--- src/rtl/axi_rdata_fifo.sv ---
// Delay FIFO for the AXI R channel. Each beat is held for a latency sampled at
// push, then released strictly in push order toward the BIU.

module axi_rdata_fifo_entry #(
    parameter int DATA_WIDTH = 128,
    parameter int PW         = DATA_WIDTH + 11
) (
    input  logic          cpu_clk,
    input  logic          cpu_rst_b,
    input  logic          push,
    input  logic          pop,
    input  logic [31:0]   delay_num,
    input  logic [PW-1:0] payload_in,
    output logic          vld,
    output logic          done,
    output logic [PW-1:0] payload
);
    logic [31:0] cnt;

    // A push only targets an invalid entry and a pop only a valid one, so the
    // two never hit the same entry in one cycle.
    always_ff @(posedge cpu_clk or negedge cpu_rst_b) begin
        if (!cpu_rst_b) begin
            vld     <= 1'b0;
            cnt     <= 32'd0;
            payload <= '0;
        end else if (push) begin
            vld     <= 1'b1;
            cnt     <= delay_num;
            payload <= payload_in;
        end else begin
            if (pop)
                vld <= 1'b0;
            if (vld && (cnt != 32'd0))
                cnt <= cnt - 32'd1;
        end
    end

    assign done = vld && (cnt == 32'd0);
endmodule

module axi_rdata_fifo #(
    parameter int ENTRY_NUM  = 8,
    parameter int DATA_WIDTH = 128
) (
    input  logic                            cpu_clk,
    input  logic                            cpu_rst_b,
    input  logic                            pad_biu_rvalid,
    input  logic [DATA_WIDTH-1:0]           pad_biu_rdata,
    input  logic [7:0]                      pad_biu_rid,
    input  logic [1:0]                      pad_biu_rresp,
    input  logic                            pad_biu_rlast,
    output logic                            fifo_pad_rready,
    output logic                            fifo_biu_rvalid,
    output logic [DATA_WIDTH-1:0]           fifo_biu_rdata,
    output logic [7:0]                      fifo_biu_rid,
    output logic [1:0]                      fifo_biu_rresp,
    output logic                            fifo_biu_rlast,
    input  logic                            biu_pad_rready,
    input  logic [31:0]                     delay_num,
    output logic [$clog2(ENTRY_NUM+1)-1:0]  fifo_entry_cnt
);
    localparam int PW    = DATA_WIDTH + 11;
    localparam int CNT_W = $clog2(ENTRY_NUM + 1);

    logic [ENTRY_NUM-1:0]         create_ptr;
    logic [ENTRY_NUM-1:0]         pop_ptr;
    logic [ENTRY_NUM-1:0]         entry_vld;
    logic [ENTRY_NUM-1:0]         entry_done;
    logic [ENTRY_NUM-1:0][PW-1:0] entry_payload;
    logic [PW-1:0]                payload_in;
    logic [PW-1:0]                head_payload;
    logic [CNT_W-1:0]             cnt_q;
    logic                         push;
    logic                         pop;

    assign payload_in = {pad_biu_rdata, pad_biu_rid, pad_biu_rresp, pad_biu_rlast};

    // Full exactly when the slot the writer points at is still occupied.
    assign fifo_pad_rready = ~|(create_ptr & entry_vld);
    assign push            = pad_biu_rvalid & fifo_pad_rready;
    // entry_done already includes the valid bit.
    assign fifo_biu_rvalid = |(pop_ptr & entry_done);
    assign pop             = fifo_biu_rvalid & biu_pad_rready;

    genvar g;
    generate
        for (g = 0; g < ENTRY_NUM; g++) begin : g_entry
            axi_rdata_fifo_entry #(
                .DATA_WIDTH (DATA_WIDTH),
                .PW         (PW)
            ) u_entry (
                .cpu_clk    (cpu_clk),
                .cpu_rst_b  (cpu_rst_b),
                .push       (push & create_ptr[g]),
                .pop        (pop & pop_ptr[g]),
                .delay_num  (delay_num),
                .payload_in (payload_in),
                .vld        (entry_vld[g]),
                .done       (entry_done[g]),
                .payload    (entry_payload[g])
            );
        end
    endgenerate

    always_ff @(posedge cpu_clk or negedge cpu_rst_b) begin
        if (!cpu_rst_b) begin
            create_ptr <= {{(ENTRY_NUM-1){1'b0}}, 1'b1};
            pop_ptr    <= {{(ENTRY_NUM-1){1'b0}}, 1'b1};
        end else begin
            if (push)
                create_ptr <= {create_ptr[ENTRY_NUM-2:0], create_ptr[ENTRY_NUM-1]};
            if (pop)
                pop_ptr <= {pop_ptr[ENTRY_NUM-2:0], pop_ptr[ENTRY_NUM-1]};
        end
    end

    always_ff @(posedge cpu_clk or negedge cpu_rst_b) begin
        if (!cpu_rst_b)
            cnt_q <= '0;
        else if (push && !pop)
            cnt_q <= cnt_q + 1'b1;
        else if (pop && !push)
            cnt_q <= cnt_q - 1'b1;
    end

    assign fifo_entry_cnt = cnt_q;

    // One-hot AND-OR select of the head, forced to zero while nothing is offered.
    always_comb begin
        head_payload = '0;
        for (int i = 0; i < ENTRY_NUM; i++)
            head_payload = head_payload | (entry_payload[i] & {PW{pop_ptr[i]}});
        head_payload = head_payload & {PW{fifo_biu_rvalid}};
    end

    assign {fifo_biu_rdata, fifo_biu_rid, fifo_biu_rresp, fifo_biu_rlast} = head_payload;
endmodule
--- config.mk ---
export PLATFORM = sky130hd
export DESIGN_NAME = axi_rdata_fifo
export DESIGN_NICKNAME = d
export VERILOG_FILES = /design/src/rtl/axi_rdata_fifo.sv
export SDC_FILE = /design/constraint.sdc
export NUM_CORES = 2
export LEC_CHECK = 0
export BUFFER_PORTS_ARGS = -buffer_cell sky130_fd_sc_hd__buf_2
export CORE_UTILIZATION = 42
export CTS_BUF_LIST = sky130_fd_sc_hd__clkbuf_4
export DETAILED_ROUTE_END_ITERATION = 8
export SLEW_MARGIN = 5
export SYNTH_ARGS = -nofsm -noshare
export SYNTH_HDL_FRONTEND = slang
export SYNTH_SLANG_ARGS = --single-unit
--- constraint.sdc ---
create_clock -name cpu_clk -period 12.2 [get_ports cpu_clk]
set_clock_uncertainty 0.2 [all_clocks]
set_input_delay 3.05 -clock cpu_clk [delete_from_list [all_inputs] [get_ports cpu_clk]]
set_output_delay 3.05 -clock cpu_clk [all_outputs]
set_load 0.02 [all_outputs]
After elaboration in Yosys (flattened, before gate mapping):

Cells that the tools add are included.

* flip-flop bits (word level): 1396
* latch bits: 0
* bits in writable memories: 0
* memory bits (read-only): 0
* input bits: 175
* output and inout port bits: 145
* word-level logic and storage cells: 163
* memories kept: 0

* add/sub/neg operators: 10
* $mul: 0
* div/mod/pow operators: 0
* magnitude comparators: 0
* equal/unequal tests: 0
* shift-type cells: 0
* mux-type cells: 34
* bitwise gates (word level): 36
* reduce and logical (&&, ||, !) cells: 56

Operators by type and width (number)
* $and A139 B139 Y139: 9
* $or A139 B139 Y139: 7
* $mux W32: 16
* $logic_not A32 Y1: 8
* $reduce_bool A32 Y1: 8
* $sub A32 B1 Y32 const B: 8
* $reduce_bool A2 Y1: 17
* $and A1 B1 Y1: 18
* $logic_and A1 B1 Y1: 18
* $and A8 B8 Y8: 2
* $mux W1: 16
* $reduce_or A8 Y1: 2
* $mux W4: 2
* $add A4 B1 Y4 const B: 1
* $sub A4 B1 Y4 const B: 1
* $logic_not A1 Y1: 3

Longest topological paths before layout:

* depth in word-level cells: 9
* mapped depth: 16
* gate-level depth less buffers: 16

Modules after synthesis:

Synthesis repeated with hierarchy kept, for this count alone.

* cell total of the unflattened synthesis: 5216
* area, all modules: 65120.0 um^2

Modules (own cells, without submodules)
* axi_rdata_fifo_entry: times used 8, cells an instance 535, area each 7264.5 um^2, seq. area each 4304.1 um^2
* axi_rdata_fifo: times used 1, cells an instance 936, area each 7004.2 um^2, seq. area each 503.0 um^2

Worst setup path after synthesis:

OpenSTA, ideal clock, no wires.

* kind: flip-flop to output port
* start point: register g_entry[2].u_entry.cnt[0]
* end point: output port fifo_biu_rdata[100]
* data arrival time: 2945 ps
* required time: 8950 ps
* slack: 6005 ps
* stages on the path, launching flop included: 12
* buffers on the path: 3
* path through: dfrtp_1 inv_1 ha_1 or4b_2 or4_4 nor4_2 nor4_2 and2_0 clkbuf_1 buf_6 buf_6 a31oi_1

* word-level cells in the longest chain between the ends: 5

RTL lines
* start: declaration: line 18 `logic [31:0] cnt;`
* start signal: assignment: line 29 `cnt <= delay_num;`
* start signal: assignment: line 35 `cnt <= cnt - 32'd1;`
* $logic_not A32 Y1: line 39 `assign done = vld && (cnt == 32'd0);`
* $logic_and A1 B1 Y1: line 39
* $and A8 B8 Y8: line 83 `assign fifo_biu_rvalid = |(pop_ptr & entry_done);`
* $reduce_or A8 Y1: line 83
* $and A139 B139 Y139: line 134 `head_payload = head_payload & {PW{fifo_biu_rvalid}};`
* end: declaration: line 55 `output logic [DATA_WIDTH-1:0] fifo_biu_rdata,`

No other way between the ends.

Final worst setup path:

* start point: register g_entry[3].u_entry.cnt[24]
* end point: output port fifo_biu_rdata[55]

* word-level cells in the longest chain between the ends: 5

RTL lines (line)
* start: declaration: 18
* start signal: assignment: 29
* start signal: assignment: 35
* $logic_not A32 Y1: 39
* $logic_and A1 B1 Y1: 39
* $and A8 B8 Y8: 83
* $reduce_or A8 Y1: 83
* $and A139 B139 Y139: 134

No other way between the ends.

==> impl_metrics.json <==
{
  "ctsHtreeMaxLevel": 5,
  "p_int_uw": 7230,
  "fin_ws_ns": 3.526,
  "critPathMaxFanout": 61,
  "grt_max_degree": 186,
  "comb_power_share_pct": 6.0,
  "grt_first_pass_wirelength_um": 351600,
  "drive_above_1_share_pct": 14.49,
  "hold_path.class": "flip-flop to flip-flop",
  "core_mm2": 0.1528,
  "syn_nets": 7705,
  "io_buffers": 319,
  "ys_ff_latch": 1396,
  "setup_viol": 0,
  "drc": 0,
  "synth.area.mux_share_pct": 0.1714,
  "yosysSeqAreaShare_pct": 53.77,
  "avgViaCountPerCell": 5.741,
  "switching_share_pct": 26.61,
  "synthCells": 7510,
  "critical_path_class": "flip-flop to output port",
  "wl_per_cell_um": 23.17,
  "fin_setup_tns_ns": 0,
  "drtIter0Drc": 5660,
  "synth-xor-area-share_pct": 1.537,
  "grt_pass1_vias": 55780,
  "antenna_found_initial": 43,
  "synth_compound_area_share_pct": 13.64,
  "max_cap_viol_count": 0,
  "tightest_slew_ns": 1.154,
  "async_flop_share_pct": 100.0,
  "grt_use_total_pct": 29.30,
  "post_cts_buffers": 0,
  "cts_root_buffer": "clkbuf_4",
  "clk_path_buf_depth": 4,
  "total_power_uw": 9851,
  "clk_pin_slew_ns": 0.08,
  "ctsHoldBuffers": 0,
  "final_common_cell": "nand2_1",
  "synth_top_family_by_area": "simple AND/OR/NAND/NOR gates",
  "p_leak_uw": 0.03459,
  "ys.flop_type": "dfrtp_1",
  "dr_total_vias": 57360,
  "run_status": "finished, final reports clean",
  "synth_edf_count": 0,
  "startpoint_type": "flip-flop",
  "clockPowerShare_pct": 42.5,
  "area_growth_pct": 10.38,
  "final_cell_mix": "3612 x nand2_1, 1387 x dfrtp_1, 572 x clkbuf_4, 318 x buf_2, 288 x a22oi_1",
  "yosys.area_share.simple_pct": 25.52,
  "ys_types": 77,
  "synthAdderAreaFrac_pct": 0.3967,
  "cts_tree": "built",
  "fmax_mhz": 115.3,
  "fillers": 14920,
  "clock_latency_ns": 1.37,
  "drtAntennaViolNets": 0,
  "finalCritPeriodShare_pct": 71.10,
  "power.density_mw_per_mm2": 137.3,
  "die_h_um": 395.3,
  "slew_violations": 0,
  "die-area_mm2": 0.1563,
  "rows": 143,
  "layout.nets": 7866,
  "rsz0062_at_grt": "no",
  "hold_slack_ns": 0.2607,
  "synth_area_per_cell_um2": 8.652,
  "numCtsBuffers": 392,
  "ir_drop_mv": 0.1080,
  "clkSinkCount": 1396,
  "routed_wl_um": 231500,
  "synth_warnings": 0,
  "overflow": 0,
  "critPathCaptureType": "output port",
  "die_w_um": 395.3,
  "relSlewSlack_pct": 23.09,
  "cp.arrival_ns": 5.42,
  "pin_count": 320,
  "gp_congestion": 0.8595,
  "final-hold-violation-count": 0,
  "crit_required_ns": 8.95,
  "p_seq_share_pct": 51.5,
  "post_cts_resized": 0,
  "dp_hpwl_um": 130000,
  "p_sw_uw": 2621,
  "drtPass1Iterations": 6,
  "synth.cell_area_mm2": 0.06498,
  "timing.final.crit_period_ns": 8.674,
  "initial_core_util_pct": 42.52,
  "preCtsSetupSlack_ns": 4.939
}
## cell type report
class	instances	area [µm²]	area share [%]
Inverter	45	168.9	0.2355
Sequential cell	1396	34970	48.75
Timing Repair Buffer	408	2355	3.283
Tap cell	2030	2540	3.541
Clock buffer	572	4294	5.987
Multi-Input combinational cell	5428	26970	37.60
Clock inverter	88	370.4	0.5164
Antenna cell	24	60.06	0.08373
## synthesized netlist by cell type, types with 5 or more instances
| master | count | area (µm²) |
|---|---|---|
| a211o_1 | 5 | 43.79 |
| a21oi_1 | 57 | 285.3 |
| a221o_1 | 38 | 380.4 |
| a221oi_1 | 139 | 1217 |
| a22o_1 | 139 | 1217 |
| a22oi_1 | 288 | 2162 |
| a31oi_1 | 67 | 419.2 |
| a31oi_2 | 80 | 1001 |
| and2_1 | 7 | 43.79 |
| and3_1 | 5 | 31.28 |
| buf_1 | 21 | 78.83 |
| buf_2 | 7 | 35.03 |
| buf_4 | 147 | 1104 |
| buf_6 | 11 | 123.9 |
| clkbuf_1 | 450 | 1689 |
| clkbuf_2 | 5 | 25.02 |
| dfrtp_1 | 1394 | 34880 |
| ha_1 | 19 | 237.7 |
| inv_1 | 43 | 161.4 |
| mux2_2 | 9 | 101.4 |
| nand2_1 | 3612 | 13560 |
| nand2b_1 | 6 | 37.54 |
| nand3_1 | 84 | 420.4 |
| nand3b_1 | 7 | 52.55 |
| nand4_1 | 21 | 131.4 |
| nand4b_1 | 14 | 122.6 |
| nor2_1 | 129 | 484.2 |
| nor2b_1 | 6 | 37.54 |
| nor3_1 | 76 | 380.4 |
| nor3b_1 | 7 | 52.55 |
| nor4_1 | 87 | 544.3 |
| nor4b_1 | 6 | 52.55 |
| o211ai_1 | 57 | 427.9 |
| o21ai_0 | 175 | 875.8 |
| o311a_1 | 7 | 70.07 |
| o311ai_0 | 37 | 324.1 |
| o31a_1 | 5 | 43.79 |
| or2_2 | 12 | 75.07 |
| or3_1 | 26 | 162.7 |
| or4_1 | 22 | 165.2 |
| or4b_2 | 5 | 50.05 |
| xnor2_1 | 71 | 621.9 |
| xor2_1 | 43 | 376.6 |
## through the flow
step,cells,util (%),instance area [µm²]
after floorplan,7510,-,64980
after global placement,9307,43.85,67000
after detailed placement,9307,43.85,67000
after CTS,9967,46.90,71660
after global routing,9988,46.94,71720
final,9991,46.94,71720
## routing by layer
metal | wire length [µm] | vias up | global-route usage, %
met5 | 229 | - | 0
met4 | 8956 | 38 | 12.84
met3 | 20960 | 563 | 6.187
met2 | 104100 | 2738 | 44.81
met1 | 97180 | 28450 | 40.06
li1 | - | 25580 | -
## flip-flops by register name, indices dropped and copies added (netlist names)
name	count
g_entry.u_entry.payload	1112
g_entry.u_entry.vld	8
pop_ptr	8
create_ptr	8
fifo_entry_cnt	4
g_entry.u_entry.cnt	256
## power groups by stage
stage	Sequential (µW)	Clock, µW	Combinational, µW
floorplan	5110	0	380
global placement	5140	0	577
detailed placement	5160	0	590
CTS	5070	4280	594
global route	5110	4530	672
finish	5080	4180	589
## critical path, stage by stage, from the launching register on
cell and delay (ns):
dfrtp_1 0.47, or4_1 0.59, or3_1 0.46, nor4_1 0.75
nor4_2 0.28, and2_4 0.39, buf_4 0.38, a31oi_2 0.36
buf_2 0.21
## cell families after synthesis
group	count (synthesis)
AO/OA/AOI/OAI	1134
XOR/XNOR	114
adder cells (fa/ha/maj)	20
buffers and inverters	686
flip-flops	1396
multiplexers	10
AND/OR/NAND/NOR	4150
## worst paths after layout
kind | startpoint | end | slack [ns] | cells past startpoint
worst min register to register | fifo_entry_cnt[3]$_DFFE_PN0P_ | fifo_entry_cnt[3]$_DFFE_PN0P_ | 0.26 | 1
worst max register to register | g_entry[3].u_entry.cnt[24]$_DFFE_PN0P_ | fifo_entry_cnt[3]$_DFFE_PN0P_ | 7.55 | 15
worst min-delay path | fifo_entry_cnt[3]$_DFFE_PN0P_ | fifo_entry_cnt[3]$_DFFE_PN0P_ | 0.26 | 1
max in group asynchronous | cpu_rst_b | g_entry[6].u_entry.payload[66]$_DFFE_PN0P_ | 7.70 | 3
worst max-delay path | g_entry[3].u_entry.cnt[24]$_DFFE_PN0P_ | fifo_biu_rdata[55] | 3.53 | 8
min in group asynchronous | cpu_rst_b | g_entry[4].u_entry.cnt[27]$_DFFE_PN0P_ | 1.49 | 1
(Power assumes the default switching activity.)
